File: src/rtl/level_sequencer_if.sv
// Bundles the level sequencer's control inputs, VGA/memory addressing and
// init-sweep outputs; the controller drives from master, the sequencer from slave.
interface level_sequencer_if #(
  parameter int NUM_LEVELS = 8,
  parameter int ADDR_W     = 11,
  parameter int PIX_ADDR_W = 12,
  parameter int BCD_DIGITS = 2
);
  localparam int LVL_W = $clog2(NUM_LEVELS);

  logic                    new_level;
  logic                    restart;
  logic                    jump_en;
  logic [LVL_W-1:0]        jump_level;
  logic                    initialize_level;
  logic [PIX_ADDR_W-1:0]   vga_addr;
  logic [ADDR_W-1:0]       mem_addr;
  logic [LVL_W-1:0]        level_idx;
  logic [ADDR_W-1:0]       level_base;
  logic [4*BCD_DIGITS-1:0] hex_out;
  logic                    init_busy;
  logic                    init_valid;
  logic [ADDR_W-1:0]       init_addr;
  logic                    init_done;
  logic                    game_done;

  modport master (
    output new_level, restart, jump_en, jump_level, initialize_level, vga_addr,
    input  mem_addr, level_idx, level_base, hex_out, init_busy, init_valid,
           init_addr, init_done, game_done
  );

  modport slave (
    input  new_level, restart, jump_en, jump_level, initialize_level, vga_addr,
    output mem_addr, level_idx, level_base, hex_out, init_busy, init_valid,
           init_addr, init_done, game_done
  );
endinterface

File: src/rtl/level_sequencer.sv
// Level controller: tracks the current level, its memory base and BCD number,
// offsets VGA tile addresses, and sweeps a level's words for the RAM copy.
module level_sequencer #(
  parameter int NUM_LEVELS  = 8,
  parameter int LEVEL_WORDS = 75,
  parameter int ADDR_W      = 11,
  parameter int PIX_ADDR_W  = 12,
  parameter int BCD_DIGITS  = 2,
  parameter bit WRAP_MODE   = 1'b1
) (
  input logic Clk,
  input logic RESET,
  level_sequencer_if.slave bus
);
  localparam int LVL_W = $clog2(NUM_LEVELS);
  localparam int CNT_W = (LEVEL_WORDS > 1) ? $clog2(LEVEL_WORDS) : 1;
  localparam int SUM_W = (ADDR_W > PIX_ADDR_W) ? ADDR_W : PIX_ADDR_W;
  localparam int HEX_W = 4 * BCD_DIGITS;
  localparam logic [HEX_W-1:0] BCD_ONE = HEX_W'(1);

  if (NUM_LEVELS < 2) begin : g_bad_levels
    $error("level_sequencer: NUM_LEVELS must be at least 2");
  end
  if (LEVEL_WORDS < 1) begin : g_bad_words
    $error("level_sequencer: LEVEL_WORDS must be at least 1");
  end
  if (longint'(NUM_LEVELS) * LEVEL_WORDS > (longint'(1) << ADDR_W)) begin : g_bad_addr
    $error("level_sequencer: levels do not fit in ADDR_W");
  end
  if (NUM_LEVELS > 10 ** BCD_DIGITS - 1) begin : g_bad_bcd
    $error("level_sequencer: BCD_DIGITS too small for NUM_LEVELS");
  end

  typedef enum logic [1:0] {IDLE, SWEEP, DONE} state_e;

  function automatic logic [HEX_W-1:0] toBcd(input int value);
    logic [HEX_W-1:0] r;
    int v;
    r = '0;
    v = value;
    for (int i = 0; i < BCD_DIGITS; i++) begin
      r[4*i +: 4] = 4'(v % 10);
      v = v / 10;
    end
    return r;
  endfunction

  function automatic logic [HEX_W-1:0] bcdInc(input logic [HEX_W-1:0] d);
    logic [HEX_W-1:0] r;
    logic carry;
    r = d;
    carry = 1'b1;
    for (int i = 0; i < BCD_DIGITS; i++) begin
      if (carry) begin
        if (r[4*i +: 4] == 4'd9) r[4*i +: 4] = 4'd0;
        else begin
          r[4*i +: 4] = r[4*i +: 4] + 4'd1;
          carry = 1'b0;
        end
      end
    end
    return r;
  endfunction

  state_e            state_q, state_d;
  logic [CNT_W-1:0]  cnt_q, cnt_d;
  logic [LVL_W-1:0]  levelIdx_q, levelIdx_d;
  logic [ADDR_W-1:0] levelBase_q, levelBase_d;
  logic [HEX_W-1:0]  bcd_q, bcd_d;
  logic [ADDR_W-1:0] memAddr_q, memAddr_d;
  logic              gameDone_q, gameDone_d;
  logic              newLevel_q, initLevel_q;
  logic              newLevelEvt, initEvt;
  logic [SUM_W-1:0]  pixSum;

  assign newLevelEvt = bus.new_level & ~newLevel_q;
  assign initEvt     = bus.initialize_level & ~initLevel_q;
  assign pixSum      = SUM_W'(levelBase_q) + SUM_W'(bus.vga_addr);

  always_comb begin
    state_d     = state_q;
    cnt_d       = cnt_q;
    levelIdx_d  = levelIdx_q;
    levelBase_d = levelBase_q;
    bcd_d       = bcd_q;
    memAddr_d   = pixSum[ADDR_W-1:0];
    // Wrap mode reports completion as a pulse; hold mode keeps it until cleared.
    gameDone_d  = WRAP_MODE ? 1'b0 : gameDone_q;

    if (bus.restart) begin
      levelIdx_d  = '0;
      levelBase_d = '0;
      bcd_d       = BCD_ONE;
      gameDone_d  = 1'b0;
    end else if (state_q == IDLE) begin
      if (bus.jump_en) begin
        if (int'(bus.jump_level) < NUM_LEVELS) begin
          levelIdx_d  = bus.jump_level;
          levelBase_d = ADDR_W'(int'(bus.jump_level) * LEVEL_WORDS);
          bcd_d       = toBcd(int'(bus.jump_level) + 1);
          gameDone_d  = 1'b0;
        end
      end else if (newLevelEvt) begin
        if (int'(levelIdx_q) < NUM_LEVELS - 1) begin
          levelIdx_d  = levelIdx_q + 1'b1;
          levelBase_d = levelBase_q + ADDR_W'(LEVEL_WORDS);
          bcd_d       = bcdInc(bcd_q);
        end else begin
          gameDone_d = 1'b1;
          if (WRAP_MODE) begin
            levelIdx_d  = '0;
            levelBase_d = '0;
            bcd_d       = BCD_ONE;
          end
        end
      end
    end

    case (state_q)
      IDLE: begin
        if (initEvt) begin
          state_d = SWEEP;
          cnt_d   = '0;
        end
      end
      SWEEP: begin
        cnt_d = cnt_q + 1'b1;
        if (cnt_q == CNT_W'(LEVEL_WORDS - 1)) state_d = DONE;
      end
      DONE:    state_d = IDLE;
      default: state_d = IDLE;
    endcase

    if (bus.restart) begin
      state_d = IDLE;
      cnt_d   = '0;
    end
  end

  always_ff @(posedge Clk or posedge RESET) begin
    if (RESET) begin
      state_q     <= IDLE;
      cnt_q       <= '0;
      levelIdx_q  <= '0;
      levelBase_q <= '0;
      bcd_q       <= BCD_ONE;
      memAddr_q   <= '0;
      gameDone_q  <= 1'b0;
      newLevel_q  <= 1'b0;
      initLevel_q <= 1'b0;
    end else begin
      state_q     <= state_d;
      cnt_q       <= cnt_d;
      levelIdx_q  <= levelIdx_d;
      levelBase_q <= levelBase_d;
      bcd_q       <= bcd_d;
      memAddr_q   <= memAddr_d;
      gameDone_q  <= gameDone_d;
      newLevel_q  <= bus.new_level;
      initLevel_q <= bus.initialize_level;
    end
  end

  assign bus.mem_addr   = memAddr_q;
  assign bus.level_idx  = levelIdx_q;
  assign bus.level_base = levelBase_q;
  assign bus.hex_out    = bcd_q;
  assign bus.init_busy  = (state_q != IDLE);
  assign bus.init_valid = (state_q == SWEEP);
  assign bus.init_addr  = levelBase_q + ADDR_W'(cnt_q);
  assign bus.init_done  = (state_q == DONE);
  assign bus.game_done  = gameDone_q;
endmodule

File: src/flat_wrapper.sv
// flat-port wrapper written by rule: the top's interface ports become plain ports
module level_sequencer_flat 
#(
  parameter int NUM_LEVELS  = 8,
  parameter int LEVEL_WORDS = 75,
  parameter int ADDR_W      = 11,
  parameter int PIX_ADDR_W  = 12,
  parameter int BCD_DIGITS  = 2,
  parameter bit WRAP_MODE   = 1'b1
)
  (Clk, RESET, bus_new_level, bus_restart, bus_jump_en, bus_jump_level, bus_initialize_level, bus_vga_addr, bus_mem_addr, bus_level_idx, bus_level_base, bus_hex_out, bus_init_busy, bus_init_valid, bus_init_addr, bus_init_done, bus_game_done);
  level_sequencer_if #(.NUM_LEVELS(NUM_LEVELS), .ADDR_W(ADDR_W), .PIX_ADDR_W(PIX_ADDR_W), .BCD_DIGITS(BCD_DIGITS)) bus_i ();
  input logic Clk;
  input logic RESET;
  input wire logic [$bits(bus_i.new_level)-1:0] bus_new_level;
  input wire logic [$bits(bus_i.restart)-1:0] bus_restart;
  input wire logic [$bits(bus_i.jump_en)-1:0] bus_jump_en;
  input wire logic [$bits(bus_i.jump_level)-1:0] bus_jump_level;
  input wire logic [$bits(bus_i.initialize_level)-1:0] bus_initialize_level;
  input wire logic [$bits(bus_i.vga_addr)-1:0] bus_vga_addr;
  output wire logic [$bits(bus_i.mem_addr)-1:0] bus_mem_addr;
  output wire logic [$bits(bus_i.level_idx)-1:0] bus_level_idx;
  output wire logic [$bits(bus_i.level_base)-1:0] bus_level_base;
  output wire logic [$bits(bus_i.hex_out)-1:0] bus_hex_out;
  output wire logic [$bits(bus_i.init_busy)-1:0] bus_init_busy;
  output wire logic [$bits(bus_i.init_valid)-1:0] bus_init_valid;
  output wire logic [$bits(bus_i.init_addr)-1:0] bus_init_addr;
  output wire logic [$bits(bus_i.init_done)-1:0] bus_init_done;
  output wire logic [$bits(bus_i.game_done)-1:0] bus_game_done;
  assign bus_i.new_level = bus_new_level;
  assign bus_i.restart = bus_restart;
  assign bus_i.jump_en = bus_jump_en;
  assign bus_i.jump_level = bus_jump_level;
  assign bus_i.initialize_level = bus_initialize_level;
  assign bus_i.vga_addr = bus_vga_addr;
  assign bus_mem_addr = bus_i.mem_addr;
  assign bus_level_idx = bus_i.level_idx;
  assign bus_level_base = bus_i.level_base;
  assign bus_hex_out = bus_i.hex_out;
  assign bus_init_busy = bus_i.init_busy;
  assign bus_init_valid = bus_i.init_valid;
  assign bus_init_addr = bus_i.init_addr;
  assign bus_init_done = bus_i.init_done;
  assign bus_game_done = bus_i.game_done;
  level_sequencer #(.NUM_LEVELS(NUM_LEVELS), .LEVEL_WORDS(LEVEL_WORDS), .ADDR_W(ADDR_W), .PIX_ADDR_W(PIX_ADDR_W), .BCD_DIGITS(BCD_DIGITS), .WRAP_MODE(WRAP_MODE)) u_core (.Clk(Clk), .RESET(RESET), .bus(bus_i));
endmodule
File: config.mk
export PLATFORM = sky130hd
export DESIGN_NAME = level_sequencer_flat
export DESIGN_NICKNAME = d
export VERILOG_FILES = /design/src/rtl/level_sequencer_if.sv /design/src/rtl/level_sequencer.sv /design/src/flat_wrapper.sv
export SDC_FILE = /design/constraint.sdc
export NUM_CORES = 1
export LEC_CHECK = 0
export ABC_AREA = 1
export CAP_MARGIN = 20
export CORE_MARGIN = 3
export CORE_UTILIZATION = 30
export DETAILED_ROUTE_END_ITERATION = 10
export PLACE_DENSITY = 0.61
export SLEW_MARGIN = 20
export SYNTH_ARGS = -nofsm -noshare
export SYNTH_HDL_FRONTEND = slang
export SYNTH_SLANG_ARGS = --single-unit
File: constraint.sdc
create_clock -name Clk -period 2.5 [get_ports Clk]
set_input_delay 0.5 -clock Clk [delete_from_list [all_inputs] [get_ports Clk]]
set_output_delay 0.5 -clock Clk [all_outputs]
set_load 0.02 [all_outputs]
# ---- Word-level counts from Yosys, hierarchy flattened
# Index checks and enable logic that the tools add are counted.
dict set report op_classes {
  n_div 3
  n_bitwise 4
  eq_ne 8
  n_addsub 8
  muxes 36
  n_reduce_logical 9
  mul 1
  n_lt_le_gt_ge 1
}
# op n
set op_table {}
lappend op_table {{remainder unit 32 x 5 -> 32 bit, second input constant} 2}
lappend op_table {{two-way mux 11 bit} 5}
lappend op_table {{two-way mux 8 bit} 5}
lappend op_table {{divider 32 x 5 -> 32 bit, second input constant} 1}
lappend op_table {{two-way mux 3 bit} 5}
lappend op_table {{two-way mux 7 bit} 2}
lappend op_table {{one-hot mux 7 bit (2 select lines)} 1}
lappend op_table {{two-way mux 4 bit} 3}
lappend op_table {{adder 11 bit} 1}
lappend op_table {{adder 11 x 7 -> 11 bit} 1}
lappend op_table {{adder 11 x 7 -> 11 bit, second input constant} 1}
lappend op_table {{two-way mux 1 bit} 11}
lappend op_table {{multiplier 3 x 7 -> 10 bit, second input constant} 1}
lappend op_table {{adder 4 x 1 -> 4 bit, second input constant} 2}
lappend op_table {{== test 4 bit, second input constant} 2}
lappend op_table {{adder 7 x 1 -> 7 bit, second input constant} 1}
lappend op_table {{== test 7 bit, second input constant} 1}
lappend op_table {{two-way mux 2 bit} 3}
lappend op_table {{inequality test 3 x 2 -> 1 bit, second input constant} 2}
lappend op_table {{AND reduction 2 bit} 3}
lappend op_table {{nonzero test 3 bit} 2}
lappend op_table {{adder 3 x 1 -> 4 bit, second input constant} 1}
lappend op_table {{inequality test 4 bit, second input constant} 1}
lappend op_table {{one-hot mux 2 bit (2 select lines)} 1}
lappend op_table {{other kinds (9)} 12}
dict set report totals {
  out_inout_bits 48
  ff_bits 45
  wordCells 80
}

# ---- Longest topological paths before layout
# Gate-level depths: netlist of run 1.
dict set report depth {
  word_depth 13
  depth_mapped 16
  ltp_nobuf 16
}

# ---- Least setup slack after synthesis of run 1
# No wires, ideal clock.
dict set report synth_timing {
  kind {register to output}
  startpoint {register u_core.levelBase_q[0], in the netlist u_core.bus.level_base[0]}
  endpoint {output port bus_init_addr[10]}
  arrival_ns 2.054
  stages_incl_launch_ff 8
  required_time_ns 2.000
  slack_ns -0.054
  path_cell_list {dfrtp_1 -> ha_1 -> inv_1 -> fa_1 -> o21ai_0 -> nand2_1 -> a21oi_1 -> xor2_1}
}
dict set report synth_between {
  elab_chain_len 1
}
# item line_no
set synth_lines {}
lappend synth_lines {{start: declaration} level_sequencer.sv:68} ;# logic [ADDR_W-1:0] levelBase_q, levelBase_d;
lappend synth_lines {{start signal: assignment} level_sequencer.sv:155} ;# levelBase_q <= levelBase_d;
lappend synth_lines {{adder 11 x 7 -> 11 bit} level_sequencer.sv:170} ;# assign bus.init_addr = levelBase_q + ADDR_W'(cnt_q);
lappend synth_lines {{end: declaration} flat_wrapper.sv:27} ;# output wire logic [$bits(bus_i.init_addr)-1:0] bus_init_addr;
# No other way between the ends.

# ---- Final worst setup path of run 1
dict set report layout_timing {
  startpoint {register u_core.cnt_q[0]}
  endpoint {output port bus_init_addr[6]}
}
dict set report layout_between {
  elab_chain_len 1
}
# item line_no
set layout_lines {}
lappend layout_lines {{start: declaration} level_sequencer.sv:66} ;# logic [CNT_W-1:0] cnt_q, cnt_d;
lappend layout_lines {{start signal: assignment} level_sequencer.sv:153} ;# cnt_q <= cnt_d;
lappend layout_lines {{adder 11 x 7 -> 11 bit} level_sequencer.sv:170}
# No other way between the ends.

==> summary.txt, run 1 <==
Run status
  – Outcome: complete, but fails checks
  – Failing checks: setup timing

Clocking
  – TritonCTS Sinks: 45
  – Cts hold-fix bufs: 0
  – Root buffer cell: clkbuf_16
  – Clk_lat worst skew: 0.29 ns
  – Clock buffer depth: 2
  – H-tree Lvls: 2
  – CTS tree: built
  – Worst-path clk slew: 0.07 ns
  – CTS Buf Count: 5

Synth
  – Area contributors post-synth: dfrtp_1, nand2_1, ha_1, inv_1, nand3_1
  – Post-synthesis cell count: 496
  – Leading area contributor after synthesis: dfrtp_1
  – Sequential area share after synthesis: 32.26%
  – Yosys cell types: 32
  – Yosys reg bits: 45
  – Synthesized area: 0.003495 sq mm
  – Ys Warns: 0
  – Average size of a mapped cell: 7.046 sq um
  – EDFF count, synth: 0
  – Top cell type's share of synthesized area: 31.51%
  – Async S/R FF share, synth: 100.0%
  – Main flop type after synthesis: dfrtp_1
  – Syn_nets: 553

Timing
  – Setup_tns: -0.02744 ns
  – Final hold viol count: 0
  – Worst relative slew slack: 71.25%
  – Worst-Margin Slew: 0.4268 ns
  – Fmax: 395.7 MHz
  – Final Max Tran Viols: 0
  – Final setup fails: 1
  – Fin worst setup slack: -0.02744 ns
  – Hold_ws: 0.5270 ns
  – Min Tclk post-route: 2.527 ns
  – Period utilization: 101.1%
  – RSZ-0062 raised after global routing: true
  – Clk_skew: 0.009370 ns

Routing
  – Vias per inst: 4.782
  – Remaining DRCs: 0
  – Wire length per cell after detailed routing: 13.08 um
  – TritonRoute pass-1 iters: 5
  – Via count: 3591
  – Drt total wl: 9.824 mm
  – Final antenna-violating net count: 0
  – 1st-iter DRT viols: 217

Min path
  – Hold Crit Class: in2async

Place
  – Input/output buffers: 67
  – DP Wirelength: 7.864 mm
  – Placed inst area: 0.004624 sq mm
  – Cells after DPL: 738
  – GP Congestion: 0.9113

GRT
  – Total congestion overflow: 0
  – Grt peak-use layer: met2
  – M3 GR Usage: 2.493%
  – Met2 usage: 25.29%
  – Vias in the first global route: 3442
  – Gr usage total: 15.37%
  – Largest net degree at the start of global routing: 21
  – First-pass GRT wire length: 16.39 mm
  – Initial antenna violation count: 0
  – GR Layer Usage met1: 21.39%

Layout
  – Commonest non-fill, non-tap cell in the layout: nand2_1
  – Fin nets: 667
  – Fin cells: 751
  – Area growth, synth to finish: 39.56%
  – Design area: 0.004877 sq mm
  – Share of cells above drive strength 1: 15.06%
  – Commonest cells after routing, fill and taps aside: nand2_1, inv_1, clkdlybuf4s50_1
  – Diode count: 0

Worst setup path
  – Worst reg2reg path startpoint: u_core.bus.level_base[1]
  – CP Max Fanout: 2
  – Reg2reg end: u_core.bus.mem_addr[7]
  – Crit path capture type: output pin
  – Reg2reg path depth: 8
  – Worst Path Required: 2.00 ns
  – Critical path type: reg2out
  – Crit path DAT: 2.03 ns
  – R2R Setup Slk: 0.69 ns
  – Element type at the critical path start: flip-flop

Die
  – Die area: 0.01298 sq mm
  – Die H: 113.9 um
  – Starting Density: 31.41%
  – Die X-Extent: 113.9 um
  – # rows: 38
  – Core box area: 0.01113 sq mm
  – Num ports: 69

Power and ir drop
  – VDD IR max: 0.0004464 V
  – Leak Pwr: 2.469 nW
  – Pwr dens: 905.3 mW/mm^2
  – Final Total Pwr: 4.415 mW

Run
  – Max cap viols: 0
==> through the flow <==
| step | setup WS [ns] | utilization (%) |
|---|---|---|
| floorplan | 0.01057 | - |
| global placement | -0.3946 | 41.57 |
| detailed placement | -0.4692 | 41.57 |
| CTS | -0.02581 | 42.96 |
| global route | -0.1221 | 43.84 |
| finish | -0.02744 | 43.84 |
==> flip-flops by register name, indices dropped and copies added (netlist names) <==
name / count
u_core.bus.game_done: 1
u_core.bus.hex_out: 8
u_core.bus.level_base: 11
u_core.bus.level_idx: 3
u_core.bus.mem_addr: 11
u_core.cnt_q: 7
u_core.initLevel_q: 1
u_core.newLevel_q: 1
u_core.state_q: 2
==> layer usage <==
layer,up-vias,wire length [um]
met3,8,489
li1,1836,-
met1,1660,4539
met4,0,58
met2,87,4737
met5,-,0
==> how the worst max path moves through the flow <==
stage | start | to | slack [ns] | cells after the start
4_1_cts | u_core.bus.level_base[0] | bus_init_addr[6] | -0.03 | 7
6_report | u_core.cnt_q[0] | bus_init_addr[6] | -0.03 | 7
3_3_place_gp | u_core.bus.level_base[0] | bus_init_addr[10] | -0.39 | 8
5_1_grt | u_core.cnt_q[0] | bus_init_addr[6] | -0.12 | 7
2_1_floorplan | u_core.bus.level_base[1] | bus_init_addr[10] | 0.01 | 6
3_5_place_dp | u_core.cnt_q[0] | bus_init_addr[10] | -0.47 | 8
==> cell usage after synthesis, drive strengths merged (4+ instances only) <==
cell type and instances:
ha 34, o21ai 46, inv 80, nand2 135
dfrtp 44, xor2 14, nor2 36, nor3 7
buf 6, nand4 7, nand3 44, a21oi 22
a31oi 4, xnor2 4
==> repair_timing <==
action,CTS,global route
endpoints found under the setup margin,10,9
setup buffers,1,4
resized for setup,42,20
pin swaps,3,8
==> report_power, final <==
group / leakage, nW / internal (mW) / switching, mW
Combinational: 1.82 / 1.15 / 1.51
Clock: 0.0679 / 0.370 / 0.280
Sequential: 0.579 / 0.954 / 0.146
==> logic make-up after synthesis <==
kind of cell,after synthesis,share of synthesized area (%)
AND/OR/NAND/NOR,231,27.96
buffers and inverters,87,9.738
AO/OA/AOI/OAI,79,12.21
flip-flops,45,32.26
adder cells (fa/ha/maj),36,13.32
XOR/XNOR,18,4.511
==> layout make-up <==
| type | count | area (sq um) |
|---|---|---|
| well taps | 140 | 175.2 |
| multi-input cells | 364 | 2120 |
| clock buffers | 7 | 132.6 |
| fillers | 1162 | 6248 |
| inverters | 80 | 300.3 |
| flip-flops and latches | 45 | 1129 |
| clock inverters | 1 | 5.005 |
| repair buffers | 114 | 1016 |
==> worst max-delay path, stage by stage (launching register included) <==
cell and delay [ns]:
dfrtp_1 0.36, ha_2 0.19, inv_2 0.04, fa_2 0.40, buf_6 0.15, o31ai_4 0.23, xor2_1 0.21, buf_4 0.17
Power figures use the tool's default switching activity.
==> inputs of run 2 (changes only) <==
- CORE_UTILIZATION: 30 -> 53
- PLACE_DENSITY: 0.61 -> 0.92
==> run 2 against run 1 <==
Net effect:
- the flow still finishes with violations (setup timing)
- register-to-register slack worse by 0.17 ns
- sequential share of layout area up 0.47 points
- routed wire length up 9.2%
- clock power up 3.8%
- count of clock-buffer cells in the layout down 2
- utilization up 34 points
- largest power group unchanged
- critical path depth unchanged
- final area down 2.0%
==> summary.txt, run 2 (synthesis gave the netlist of run 1 again) <==
Run status
  – Outcome: complete, but fails checks
  – Failing checks: setup timing

Layout
  – Share of cells above drive strength 1: 14.99%
  – Diode count: 0
  – Design area: 0.004781 sq mm
  – Commonest non-fill, non-tap cell in the layout: nand2_1
  – Commonest cells after routing, fill and taps aside: nand2_1, inv_1, clkdlybuf4s50_1
  – Fin nets: 663
  – Util after Layout: 77.54%
  – Area growth, synth to finish: 36.81%

GRT
  – Vias in the first global route: 3622
  – Largest net degree at the start of global routing: 30
  – Initial antenna violation count: 0
  – Gr usage total: 26.68%
  – Total congestion overflow: 0
  – First-pass GRT wire length: 16.24 mm

Die
  – Die X-Extent: 87.20 um
  – Num ports: 69
  – Starting Density: 56.68%
  – Die area: 0.007604 sq mm
  – Die H: 87.20 um
  – # rows: 28
  – Core box area: 0.006166 sq mm

Routing
  – Final antenna-violating net count: 0
  – Remaining DRCs: 0
  – 1st-iter DRT viols: 380
  – TritonRoute pass-1 iters: 6
  – Drt total wl: 10.73 mm
  – Vias per inst: 5.702
  – Wire length per cell after detailed routing: 15.73 um
  – Via count: 3889

Timing
  – Final hold viol count: 0
  – Final setup fails: 2
  – Hold_ws: 0.4978 ns
  – Worst-Margin Slew: 0.6643 ns
  – Final Max Tran Viols: 0
  – Clk_skew: 0.008497 ns
  – Fin worst setup slack: -0.05248 ns
  – Fmax: 391.8 MHz
  – Min Tclk post-route: 2.552 ns
  – Worst relative slew slack: 55.44%
  – Period utilization: 102.1%
  – Setup_tns: -0.06645 ns
  – RSZ-0062 raised after global routing: true

Worst setup path
  – Critical path type: reg2out
  – Worst path slowest cell: dfrtp_1
  – Element type at the critical path start: flip-flop
  – Crit path capture type: output pin
  – Crit-path max cell delay: 0.41 ns
  – CP Max Fanout: 2
  – Worst Path Required: 2.00 ns
  – Cells along the critical path: ha_4, inv_2, fa_2, buf_4, o31ai_2, xor2_1, buf_4
  – Crit path DAT: 2.05 ns
  – Most frequent CP cell: buf_4

Clocking
  – Clock buffer depth: 2
  – Worst-path clk slew: 0.10 ns
  – Clk_lat worst skew: 0.31 ns
  – CTS tree: built
  – TritonCTS Sinks: 45
  – CTS Buf Count: 5
  – H-tree Lvls: 2
  – Cts hold-fix bufs: 0
  – Root buffer cell: clkbuf_8

Power and ir drop
  – Leak Pwr: 2.451 nW
  – VDD IR max: 0.0006474 V
  – Pwr dens: 946.4 mW/mm^2

Run
  – Max cap viols: 0

Place
  – Minimum setup slack after placement: -0.4272 ns
  – GP Congestion: 0.9104
  – Placed inst area: 0.004518 sq mm
  – DP Wirelength: 7.765 mm
  – Input/output buffers: 67

Min path
  – Hold Crit Class: in2async
==> run 2: cell types whose count changed in the layout (fill, tap and decap cells not counted), sizes merged <==
| cell | delta |
|---|---|
| clkbuf | -3 |
| dlygate4sd2 | +2 |
| bufinv | +2 |
| inv | -1 |
| buf | -3 |
| clkinv | +1 |
| clkdlybuf4s15 | -2 |
==> run 2: worst paths after layout <==
kind	cells past startpoint	start	end	slack, ns
setup / recovery	7	u_core.cnt_q[0]	bus_init_addr[6]	-0.05
hold / removal	2	RESET	u_core.state_q[1]	0.50
setup reg to reg	8	u_core.bus.level_base[0]	u_core.bus.mem_addr[8]	0.52
hold reg to reg	3	u_core.newLevel_q	u_core.bus.game_done	0.54
max in group asynchronous	3	RESET	u_core.bus.mem_addr[7]	1.46
min in group Clk	3	u_core.newLevel_q	u_core.bus.game_done	0.54
==> run 2: worst max-delay path, delay by kind of cell, from the launching register on <==
family	cells	cell delay, ns
adder cells (fa/ha/maj)	2	0.53
flip-flops	1	0.41
buffers and inverters	3	0.37
AO/OA/AOI/OAI	1	0.25
XOR/XNOR	1	0.19
==> run 2: per-layer routing <==
layer	vias up	wire (um)	track usage, %
met5	-	0	0
met4	0	507	9.205
met3	57	927	4.352
met2	231	5363	48.86
met1	1771	3931	31.32
li1	1830	-	-
==> run 2: cell type report <==
class | instances | area, sq um
clock buffer | 5 | 68.82
clock inverter | 3 | 65.06
fill | 415 | 1385
inverter | 80 | 300.3
multi-input combinational | 364 | 2132
sequential | 45 | 1129
tap | 75 | 93.84
timing repair buffer | 110 | 992.2
==> run 2: where the power goes <==
group          switching (mW)  total, mW  internal [mW]
clock                   0.278      0.676          0.398
combinational            1.58       2.73           1.15
sequential              0.169       1.12          0.952
total                    2.03       4.52           2.50
==> run 2: timing repair <==
action                                  in CTS  in global routing
resized for setup                           43                 18
pin swaps                                    3                  4
buffers inserted                             1                  5
endpoints found under the setup margin      10                  7
==> run 2: stage by stage <==
step	cells	total power, mW
finish	682	4.525
global route	682	4.797
detailed placement	668	3.715
CTS	677	4.370
global placement	668	3.610
floorplan	496	2.580
==> inputs of run 3 (changes only) <==
- CTS_CLUSTER_SIZE: default -> 40
==> results of run 3 <==
No change in the layout: final DEF, timing and power equal those of run 2.
